**src/rtl/dmem_arbiter.sv**
```systemverilog
// Round-robin two-master front end for a word-addressed data memory; byte-enable stores via read-modify-write.
// Latency from grant: read 2, full write 2, partial write 3, empty-mask write 1; requests wait in IDLE until granted.
module dmem_arbiter #(
    parameter int DW = 32,
    parameter int AW = 32
) (
    input  logic          clk,
    input  logic          reset,
    input  logic          m0_req,
    input  logic          m0_we,
    input  logic [AW-1:0] m0_addr,
    input  logic [DW-1:0] m0_wdata,
    input  logic [3:0]    m0_be,
    output logic          m0_gnt,
    output logic          m0_done,
    output logic [DW-1:0] m0_rdata,
    input  logic          m1_req,
    input  logic          m1_we,
    input  logic [AW-1:0] m1_addr,
    input  logic [DW-1:0] m1_wdata,
    input  logic [3:0]    m1_be,
    output logic          m1_gnt,
    output logic          m1_done,
    output logic [DW-1:0] m1_rdata,
    output logic          mem_we,
    output logic [AW-1:0] mem_a,
    output logic [DW-1:0] mem_wd,
    input  logic [DW-1:0] mem_rd
);

    typedef enum logic [1:0] {IDLE, READ, WRITE, RESP} state_t;

    state_t        state, state_nxt;
    logic          rr_last;
    logic          cap_id;
    logic          cap_we;
    logic [AW-1:0] cap_addr;
    logic [DW-1:0] cap_wdata;
    logic [3:0]    cap_be;
    logic [DW-1:0] buf_q;

    logic          grant;
    logic          win;
    logic          sel_we;
    logic [AW-1:0] sel_addr;
    logic [DW-1:0] sel_wdata;
    logic [3:0]    sel_be;
    logic [DW-1:0] merged;

    always_comb begin
        win       = (m0_req && m1_req) ? ~rr_last : m1_req;
        grant     = (state == IDLE) && !reset && (m0_req || m1_req);
        m0_gnt    = grant && !win;
        m1_gnt    = grant && win;
        sel_we    = win ? m1_we    : m0_we;
        sel_addr  = win ? m1_addr  : m0_addr;
        sel_wdata = win ? m1_wdata : m0_wdata;
        sel_be    = win ? m1_be    : m0_be;
    end

    // With be=4'hF the merge yields wdata unchanged, so full writes share this path.
    always_comb begin
        merged = buf_q;
        for (int i = 0; i < 4; i++) begin
            if (cap_be[i]) merged[8*i +: 8] = cap_wdata[8*i +: 8];
        end
    end

    always_comb begin
        state_nxt = state;
        mem_we    = 1'b0;
        mem_a     = '0;
        mem_wd    = '0;
        m0_done   = 1'b0;
        m1_done   = 1'b0;
        case (state)
            IDLE: begin
                if (grant) begin
                    if (!sel_we)               state_nxt = READ;
                    else if (sel_be == 4'hF)   state_nxt = WRITE;
                    else if (sel_be == 4'h0)   state_nxt = RESP;
                    else                       state_nxt = READ;
                end
            end
            READ: begin
                mem_a     = cap_addr & ~AW'(3);
                state_nxt = cap_we ? WRITE : RESP;
            end
            WRITE: begin
                mem_we    = 1'b1;
                mem_a     = cap_addr & ~AW'(3);
                mem_wd    = merged;
                state_nxt = RESP;
            end
            RESP: begin
                m0_done   = !cap_id;
                m1_done   = cap_id;
                state_nxt = IDLE;
            end
            default: state_nxt = IDLE;
        endcase
    end

    always_ff @(posedge clk) begin
        if (reset) begin
            state     <= IDLE;
            rr_last   <= 1'b1;
            cap_id    <= 1'b0;
            cap_we    <= 1'b0;
            cap_addr  <= '0;
            cap_wdata <= '0;
            cap_be    <= '0;
            buf_q     <= '0;
            m0_rdata  <= '0;
            m1_rdata  <= '0;
        end else begin
            state <= state_nxt;
            if (grant) begin
                rr_last   <= win;
                cap_id    <= win;
                cap_we    <= sel_we;
                cap_addr  <= sel_addr;
                cap_wdata <= sel_wdata;
                cap_be    <= sel_be;
            end
            // Read data is loaded on the READ edge so it is already valid while done pulses in RESP.
            if (state == READ) begin
                buf_q <= mem_rd;
                if (!cap_we) begin
                    if (cap_id) m1_rdata <= mem_rd;
                    else        m0_rdata <= mem_rd;
                end
            end
        end
    end

endmodule
```
**config.mk**
```make
export PLATFORM = sky130hd
export DESIGN_NAME = dmem_arbiter
export DESIGN_NICKNAME = d
export VERILOG_FILES = /design/src/rtl/dmem_arbiter.sv
export SDC_FILE = /design/constraint.sdc
export NUM_CORES = 1
export LEC_CHECK = 0
export ABC_AREA = 1
export CAP_MARGIN = 20
export CORE_MARGIN = 4
export CORE_UTILIZATION = 30
export CTS_BUF_LIST = sky130_fd_sc_hd__clkbuf_4
export CTS_CLUSTER_SIZE = 30
export DETAILED_ROUTE_END_ITERATION = 8
export SYNTH_ARGS = -nofsm -noshare
export SYNTH_HDL_FRONTEND = slang
export SYNTH_SLANG_ARGS = --single-unit
```
**constraint.sdc**
```tcl
create_clock -name clk -period 1.8 [get_ports clk]
set_input_delay 0.36 -clock clk [delete_from_list [all_inputs] [get_ports clk]]
set_output_delay 0.36 -clock clk [all_outputs]
set_load 0.05 [all_outputs]
```
==> impl_metrics.py, run 1 <==
metrics = {
    "synthesis": {
        "yosysUniqueCellTypes": 21,
        "synthArstFlopShare_pct": 0,
        "synth_top_flop_cell": "dfxtp_1",
        "syn_avg_cell_area_um2": 6.919,
        "ys_seq_area_share_pct": 47.18,
        "syn_inst": 1024,
        "synthesis.area_um2": 7086,
        "yosysWarnings": 0,
        "ys_seq_elements": 167,
        "synth_edf_count": 0,
    },
    "critical_path": {
        "required_ps": 1440,
        "r2r_setup_slack_ps": 80,
        "end_kind": "output port",
        "worst_setup_path_start_kind": "register",
        "path_max_fanout": 16,
        "crit_type": "register to output port",
        "arrival_ps": 1770,
    },
    "layout": {
        "drive_gt1_share_pct": 25.13,
        "syn_to_final_growth_pct": 72.21,
        "num-fill-cells": 2212,
        "regArea_um2": 3357,
        "design_area_um2": 12200,
        "nets": 1519,
        "multi_input_area_um2": 3542,
    },
    "global_routing": {
        "grt_max_degree": 98,
        "antenna_found_initial": 2,
        "grtUsageTotal_pct": 20.25,
        "overflow": 0,
        "grt_first_pass_wirelength_um": 42120,
        "grt_pass1_vias": 7381,
    },
    "die": {
        "die_y_um": 161.7,
        "die_w_um": 161.7,
        "initial_utilization_pct": 30.92,
        "die_area_um2": 26140,
        "core_area_um2": 22920,
        "floorplan.io_pins": 307,
        "row_count": 55,
    },
    "routing": {
        "initialDrtViolationCount": 560,
        "post-route-drc-count": 0,
        "firstDrtPassIters": 5,
        "viasPerCell": 4.585,
        "num_vias": 7648,
        "ant_nets": 0,
        "wl_per_cell_um": 16.49,
        "routed_wl_um": 27510,
    },
    "sta": {
        "rsz0062_at_grt": "yes",
        "report.final.slew_viol_count": 0,
        "setup_tns_ps": -18430,
        "setup_violations": 67,
        "min_period_over_period_pct": 118.4,
        "setup_ws_ps": -331.9,
        "final.min_clock_period_ps": 2132,
        "final_hold_viol_count": 0,
        "skew_ps": 27.20,
        "max_freq_mhz": 469.1,
    },
    "power": {
        "p_int_w": 0.008540,
        "p_switching_w": 0.006971,
        "combPwrFrac_pct": 51.8,
        "p_leak_nw": 4.971,
        "ir_worst_vdd_mv": 0.7514,
        "pwr-share-clk_pct": 14.8,
        "seqPwrFrac_pct": 33.5,
        "finalPower_w": 0.01551,
        "sw_frac_of_total_pct": 44.94,
        "cellPowerDensity_nw_per_um2": 1271,
    },
    "clocking": {
        "clkTransAtPathRegs_ps": 140,
        "clock-root-buffer": "clkbuf_4",
        "tritoncts": "built",
        "clk_latency_ps": 560,
        "htree_levels": 4,
        "cts.sinks": 167,
        "cts_buffers": 17,
        "cts.path.max_buffers": 2,
    },
    "placement": {
        "place_ws_ps": -296.2,
        "dp_hpwl_um": 20060,
        "gp_congestion": 0.8486,
        "place_area_um2": 11400,
        "io_buffers": 300,
    },
    "job": {
        "cap_violations": 0,
    },
    "hold_path": {
        "hold_path_class": "input port to register",
    },
    "status": {
        "outcome": "finished with violations",
        "violations": "negative setup slack",
    },
}
[area by class of cell]
class	instances	area share (%)
inverters	96	3.015
multi-input cells	693	29.03
clock buffers	18	1.107
well taps	313	3.210
flip-flops and latches	167	27.51
diodes	2	0.04102
repair buffers	365	34.76
clock inverters	14	1.323
[cells by family (layout without fill, tap and decap cells)]
| family | Yosys count | count (layout) | synth area share (%) |
|---|---|---|---|
| flip-flops | 167 | 167 | 47.18 |
| buffers and inverters | 165 | 493 | 9.288 |
| AND/OR/NAND/NOR | 432 | 432 | 23.66 |
| other | 1 | 4 | 0.05292 |
| adder cells (fa/ha/maj) | 5 | 5 | 0.8829 |
| AO/OA/AOI/OAI | 254 | 254 | 18.93 |
[state kept, by name, indices dropped and copies added (netlist names)]
signal / cells
cap_addr: 30
m1_rdata: 32
cap_id: 1
cap_wdata: 32
cap_we: 1
rr_last: 1
state: 2
buf_q: 32
m0_rdata: 32
cap_be: 4
[power by group through the flow]
stage	Combinational, W	Sequential, W	Clock (W)
4_1_cts	0.00785	0.00517	0.00238
5_1_grt	0.00858	0.00531	0.00253
2_1_floorplan	0.00314	0.00614	0
3_5_place_dp	0.00725	0.00518	0
3_3_place_gp	0.00721	0.00518	0
6_report	0.00803	0.00519	0.00229
[routing by layer]
layer  share of wire, %  vias up  GRT usage (%)  wire length (µm)
met5                  0        -              0                 0
met4                2.1        0          5.729               573
met3                6.7       28          5.506              1839
met2                 48      222          33.78             13170
met1                 43     3501          25.90             11930
li1                   -     3897              -                 -
[cell usage in the layout (no fill, tap or decap), types with 9 or more instances in the layout]
cell type          n
nand2_1          216
a31oi_1           51
dfxtp_1          162
nor2_1           168
o21ai_1           19
a21oi_4            9
o21ai_0          103
buf_12            78
clkbuf_4          18
nor2_4            25
o21ai_2           15
clkdlybuf4s50_1  168
a21oi_1           46
inv_1             59
buf_4            106
inv_2             34
[path summary, 6_finish.rpt]
path,endpoint,cells after the start,startpoint
setup / recovery,mem_a[12],6,state[1]
hold / removal,cap_wdata[30],2,reset
hold reg to reg,m1_rdata[15],2,m1_rdata[15]
setup reg to reg,cap_addr[12],11,state[1]
[through the flow]
step	util, %	instances	hold slack [ps]
finish	53.25	1668	83.47
global placement	49.75	1612	432.5
detailed placement	49.75	1612	435.2
global route	53.25	1668	51.50
floorplan	-	1025	457.3
CTS	52.47	1658	3.820
[cells in the mapped netlist, types with 5 or more instances]
master	n	area, µm²
a21oi_1	57	285.3
a31oi_1	51	319.1
buf_2	16	80.08
buf_4	5	37.54
clkbuf_1	48	180.2
dfxtp_1	167	3343
ha_1	5	62.56
inv_1	95	356.6
nand2_1	218	818.3
nand3_1	8	40.04
nand3b_1	5	37.54
nor2_1	194	728.2
o21ai_0	135	675.7
o21ai_1	6	30.03
o22ai_1	5	31.28
[timing repair]
action	4_1_cts	5_1_grt
gates cloned	1	2
hold buffers	0	0
endpoints found under the hold margin	0	0
buffers inserted	13	6
setup endpoints to repair	67	123
resized for setup	116	17
pin swaps	6	7
[critical path, cell delays in order (launching register included)]
cell and delay, ps:
dfxtp_4 410, inv_4 40, ha_4 310, buf_12 160
nand2_1 90, inv_2 70, buf_12 130
Note: power is estimated with default switching activity, not from simulation.
==> run 2, diff against run 1 <==
--- a/config.mk
+++ b/config.mk
@@ -7,9 +7,8 @@
 export LEC_CHECK = 0
 export ABC_AREA = 1
 export CAP_MARGIN = 20
-export CORE_MARGIN = 4
+export CORE_MARGIN = 2
 export CORE_UTILIZATION = 30
-export CTS_BUF_LIST = sky130_fd_sc_hd__clkbuf_4
 export CTS_CLUSTER_SIZE = 30
 export DETAILED_ROUTE_END_ITERATION = 8
 export SYNTH_ARGS = -nofsm -noshare
==> impl_metrics.py, run 2 (synthesis gave the netlist of run 1 again) <==
metrics = {
    "critical_path": {
        "critical-path-top-delay-family": "buffers and inverters",
        "required_ps": 1440,
        "path_max_fanout": 5,
        "cp_cell_sequence": "inv_4, ha_4, buf_6, buf_8, o21ai_4, a21oi_4, buf_12",
        "critical-path-max-stage-delay_ps": 340,
        "crit_path_top_delay_cell": "dfxtp_2",
        "end_kind": "output port",
        "path_depth": 7,
        "worst_setup_path_start_kind": "register",
        "ff2ff_path_depth": 10,
        "arrival_ps": 1660,
        "path_buf_inv": 4,
        "crit_type": "register to output port",
    },
    "die": {
        "floorplan.io_pins": 307,
        "initial_utilization_pct": 30.37,
        "core_area_um2": 23330,
        "die_y_um": 157.7,
        "row_count": 56,
        "die_area_um2": 24860,
        "die_w_um": 157.7,
    },
    "clocking": {
        "tritoncts": "built",
        "clock-root-buffer": "clkbuf_16",
        "cts.path.max_buffers": 2,
        "htree_levels": 4,
        "cts_buffers": 17,
        "clkTransAtPathRegs_ps": 70,
        "cts.sinks": 167,
        "clk_latency_ps": 430,
    },
    "global_routing": {
        "antenna_found_initial": 1,
        "grt_first_pass_wirelength_um": 40390,
        "grt_pass1_vias": 7463,
        "grtUsageTotal_pct": 20.99,
        "grt_max_degree": 98,
        "overflow": 0,
    },
    "power": {
        "sw_frac_of_total_pct": 41.23,
        "combPwrFrac_pct": 46.0,
        "ir_worst_vdd_mv": 0.9138,
        "p_switching_w": 0.007080,
        "cellPowerDensity_nw_per_um2": 1372,
        "p_int_w": 0.01009,
        "p_leak_nw": 5.104,
        "pwr-share-clk_pct": 23.6,
        "seqPwrFrac_pct": 30.4,
    },
    "routing": {
        "post-route-drc-count": 0,
        "firstDrtPassIters": 4,
        "routed_wl_um": 26620,
        "viasPerCell": 4.581,
        "wl_per_cell_um": 15.91,
        "initialDrtViolationCount": 379,
        "num_vias": 7664,
        "ant_nets": 0,
    },
    "sta": {
        "slew_headroom_pct": 62.10,
        "worst_pin_slew_ps": 568.5,
        "rsz0062_at_grt": "yes",
        "setup_tns_ps": -10160,
        "min_period_over_period_pct": 112.0,
        "setup_violations": 65,
        "final.min_clock_period_ps": 2016,
        "holdWs_ps": 295.8,
        "final_hold_viol_count": 0,
        "skew_ps": 11.47,
        "setup_ws_ps": -215.6,
        "report.final.slew_viol_count": 0,
        "max_freq_mhz": 496.1,
    },
    "hold_path": {
        "hold_path_class": "input port to register",
        "hold_depth": 4,
    },
    "status": {
        "outcome": "finished with violations",
        "violations": "negative setup slack",
    },
    "layout": {
        "syn_to_final_growth_pct": 76.66,
        "layout_commonest_cell": "nand2_1",
        "design_area_um2": 12520,
        "nets": 1519,
        "final_util_pct": 53.65,
        "fin_cells": 1673,
        "drive_gt1_share_pct": 25.57,
        "layout_common_cells": "nand2_1 (218), clkdlybuf4s50_1 (168), nor2_1 (167)",
        "num-fill-cells": 2220,
    },
    "placement": {
        "place_area_um2": 11330,
        "dp.cells": 1618,
        "gp_congestion": 0.8117,
        "dp_hpwl_um": 19420,
        "io_buffers": 300,
    },
    "job": {
        "cap_violations": 0,
    },
}
run 2: worst paths after layout:
path	startpoint	to	slack, ps
max	state[0]	mem_wd[17]	-220
min reg2reg	m1_rdata[27]	m1_rdata[27]	450
min	reset	cap_id	300
max reg2reg	state[0]	cap_addr[9]	120
run 2: layout make-up:
class,instances,area [µm²],area share [%]
Clock buffer,18,439.2,3.509
Sequential cell,167,3359,26.84
Multi-Input combinational cell,693,3587,28.66
Timing Repair Buffer,365,4146,33.13
Inverter,96,375.4,2.999
Antenna cell,1,2.502,0.01999
Tap cell,319,399.1,3.189
Clock inverter,14,207.7,1.659
run 2: timing repair:
item                                    4_1_cts  5_1_grt
gates resized for setup                     126       28
gates cloned                                  2        1
buffers inserted                             14        7
hold buffers                                  0        0
pin swaps                                     6        8
endpoints found under the setup margin       66       91
run 2: power by group through the flow:
| stage | combinational (W) | sequential [W] | clock, W |
|---|---|---|---|
| 2_1_floorplan | 0.00314 | 0.00614 | 0 |
| 3_3_place_gp | 0.00709 | 0.00517 | 0 |
| 3_5_place_dp | 0.00715 | 0.00518 | 0 |
| 4_1_cts | 0.00774 | 0.00520 | 0.00413 |
| 5_1_grt | 0.00845 | 0.00534 | 0.00429 |
| 6_report | 0.00791 | 0.00522 | 0.00405 |
run 2: per-stage QoR:
step / power (W) / setup slack (ps)
after floorplan: 0.009285 / -20.88
after global placement: 0.01227 / -169.1
after detailed placement: 0.01233 / -184.8
after CTS: 0.01707 / -215.6
after global routing: 0.01808 / -257.8
final: 0.01717 / -215.6
run 2: tightest hold or removal path, stage by stage:
cell	delay (ps)
buf_2	140
nor2_1	70
nand2_1	40
o21ai_0	60
run 2: metal layers:
metal	vias to the layer above	wire, µm	GRT usage [%]	part of all wire, %
met1	3493	11390	25.85	43
met2	225	12730	34.89	48
li1	3907	-	-	-
met3	39	1736	5.612	6.5
met5	-	0	0	0
met4	0	758	8.225	2.8
==> run 3, diff against run 2 <==
--- a/config.mk
+++ b/config.mk
@@ -7,8 +7,10 @@
 export LEC_CHECK = 0
 export ABC_AREA = 1
 export CAP_MARGIN = 20
+export CORE_ASPECT_RATIO = 1.1
 export CORE_MARGIN = 2
 export CORE_UTILIZATION = 30
+export CTS_CLUSTER_DIAMETER = 200
 export CTS_CLUSTER_SIZE = 30
 export DETAILED_ROUTE_END_ITERATION = 8
 export SYNTH_ARGS = -nofsm -noshare
==> impl_metrics.py, run 3 (synthesis gave the netlist of run 1 again) <==
metrics = {
    "status": {
        "outcome": "finished with violations",
        "violations": "negative setup slack",
    },
    "critical_path": {
        "critical-path-top-delay-family": "buffers and inverters",
        "required_ps": 1440,
        "ff2ff_path_depth": 9,
        "r2r_setup_slack_ps": 130,
        "rr_startpoint": "state[0]",
        "critical-path-max-stage-delay_ps": 370,
        "path_max_fanout": 8,
        "crit_type": "register to output port",
        "path_buf_inv": 4,
        "arrival_ps": 1690,
        "worst_setup_path_start_kind": "register",
        "cp_cell_sequence": "inv_2, ha_4, buf_12, nand2_1, inv_2, buf_12",
        "crit_path_top_delay_cell": "ha_4",
        "reg2reg_to": "cap_wdata[9]",
        "end_kind": "output port",
    },
    "die": {
        "die_area_um2": 24870,
        "initial_utilization_pct": 30.80,
        "floorplan.io_pins": 307,
        "die_y_um": 165.2,
        "die_w_um": 150.5,
        "row_count": 58,
        "core_area_um2": 23000,
    },
    "routing": {
        "routed_wl_um": 27080,
        "num_vias": 7628,
        "ant_nets": 0,
        "initialDrtViolationCount": 386,
        "post-route-drc-count": 0,
        "wl_per_cell_um": 16.36,
        "firstDrtPassIters": 5,
        "viasPerCell": 4.609,
    },
    "sta": {
        "rsz0062_at_grt": "yes",
        "slew_headroom_pct": 54.53,
        "holdWs_ps": 297.4,
        "setup_tns_ps": -13470,
        "report.final.slew_viol_count": 0,
        "skew_ps": 14.14,
        "setup_ws_ps": -247.6,
        "max_freq_mhz": 488.4,
        "setup_violations": 67,
        "final_hold_viol_count": 0,
        "worst_pin_slew_ps": 682.0,
        "min_period_over_period_pct": 113.8,
        "final.min_clock_period_ps": 2048,
    },
    "power": {
        "p_leak_nw": 5.362,
        "cellPowerDensity_nw_per_um2": 1369,
        "p_switching_w": 0.007626,
        "sw_frac_of_total_pct": 43.43,
        "seqPwrFrac_pct": 30.1,
        "pwr-share-clk_pct": 21.3,
        "p_int_w": 0.009933,
        "combPwrFrac_pct": 48.5,
        "ir_worst_vdd_mv": 0.7877,
    },
    "hold_path": {
        "hold_depth": 3,
        "hold_path_class": "input port to register",
        "hold_start": "reset",
        "hold_end": "cap_wdata[28]",
    },
    "clocking": {
        "clkTransAtPathRegs_ps": 70,
        "clock-root-buffer": "clkbuf_16",
        "tritoncts": "built",
        "cts.path.max_buffers": 2,
        "htree_levels": 4,
        "cts_buffers": 17,
        "cts.sinks": 167,
        "cts.hold.buffers_added": 0,
        "clk_latency_ps": 440,
    },
    "layout": {
        "drive_gt1_share_pct": 28.14,
        "nets": 1520,
        "design_area_um2": 12820,
        "fin_cells": 1655,
        "num-fill-cells": 2157,
        "layout_commonest_cell": "nand2_1",
        "layout_common_cells": "nand2_1 (192), clkdlybuf4s50_1 (168), nor2_1 (165)",
        "syn_to_final_growth_pct": 80.98,
    },
    "job": {
        "cap_violations": 0,
    },
    "placement": {
        "io_buffers": 300,
        "dp_hpwl_um": 18980,
        "gp_congestion": 0.8138,
        "dp.cells": 1599,
        "place_area_um2": 11380,
    },
    "global_routing": {
        "antenna_found_initial": 0,
        "overflow": 0,
        "grt_pass1_vias": 7070,
        "grt_max_degree": 98,
        "grtUsageTotal_pct": 20.70,
        "grt_first_pass_wirelength_um": 39520,
    },
}
==> run 3: worst max path at each step <==
stage	slack (ps)	startpoint	to	cells past startpoint
after floorplan	-20	cap_be[3]	mem_wd[31]	3
after global placement	-230	m0_req	cap_wdata[8]	8
after detailed placement	-230	m0_req	cap_addr[19]	8
after CTS	-240	state[1]	mem_wd[9]	6
after global routing	-300	state[1]	mem_wd[31]	7
final	-250	state[1]	mem_a[6]	6
==> run 3: area by class of cell <==
type	count	area (µm²)	area share, %
tap	300	375.4	2.927
inverter	96	406.6	3.171
antenna	1	2.502	0.01951
multi-input combinational	693	3751	29.25
timing repair buffer	366	4303	33.55
sequential	167	3361	26.21
clock inverter	14	185.2	1.444
clock buffer	18	439.2	3.425
==> run 3: timing repair <==
item                                    CTS  global route
endpoints found under the setup margin   67           133
pin swaps                                12            21
gates cloned                              2             7
setup buffers                             9             6
gates resized for setup                 123            81
==> run 3: per-layer routing <==
layer | part of all wire [%] | wire length [µm] | global-route usage, %
met4 | 1.8 | 486 | 6.604
met2 | 50 | 13650 | 34.88
met1 | 42 | 11460 | 26.17
met5 | 0 | 0 | 0
met3 | 5.5 | 1484 | 4.808
==> run 3: power by group through the flow <==
stage               Clock, W  Sequential [W]  Combinational [W]
floorplan                  0         0.00614            0.00314
global route         0.00400         0.00541            0.00907
CTS                  0.00383         0.00520            0.00789
finish               0.00374         0.00529            0.00852
detailed placement         0         0.00519            0.00720
global placement           0         0.00518            0.00715
==> run 3: stage by stage <==
| step | setup WS, ps | util, % | total power, W |
|---|---|---|---|
| floorplan | -20.88 | - | 0.009285 |
| global placement | -231.6 | 49.46 | 0.01233 |
| detailed placement | -231.5 | 49.46 | 0.01239 |
| CTS | -240.3 | 53.59 | 0.01692 |
| global route | -299.8 | 55.73 | 0.01848 |
| finish | -247.6 | 55.74 | 0.01756 |
==> run 3: tightest hold or removal path, cell delays in order <==
cell and delay [ps]:
buf_2 110, buf_4 160, nor2_1 50
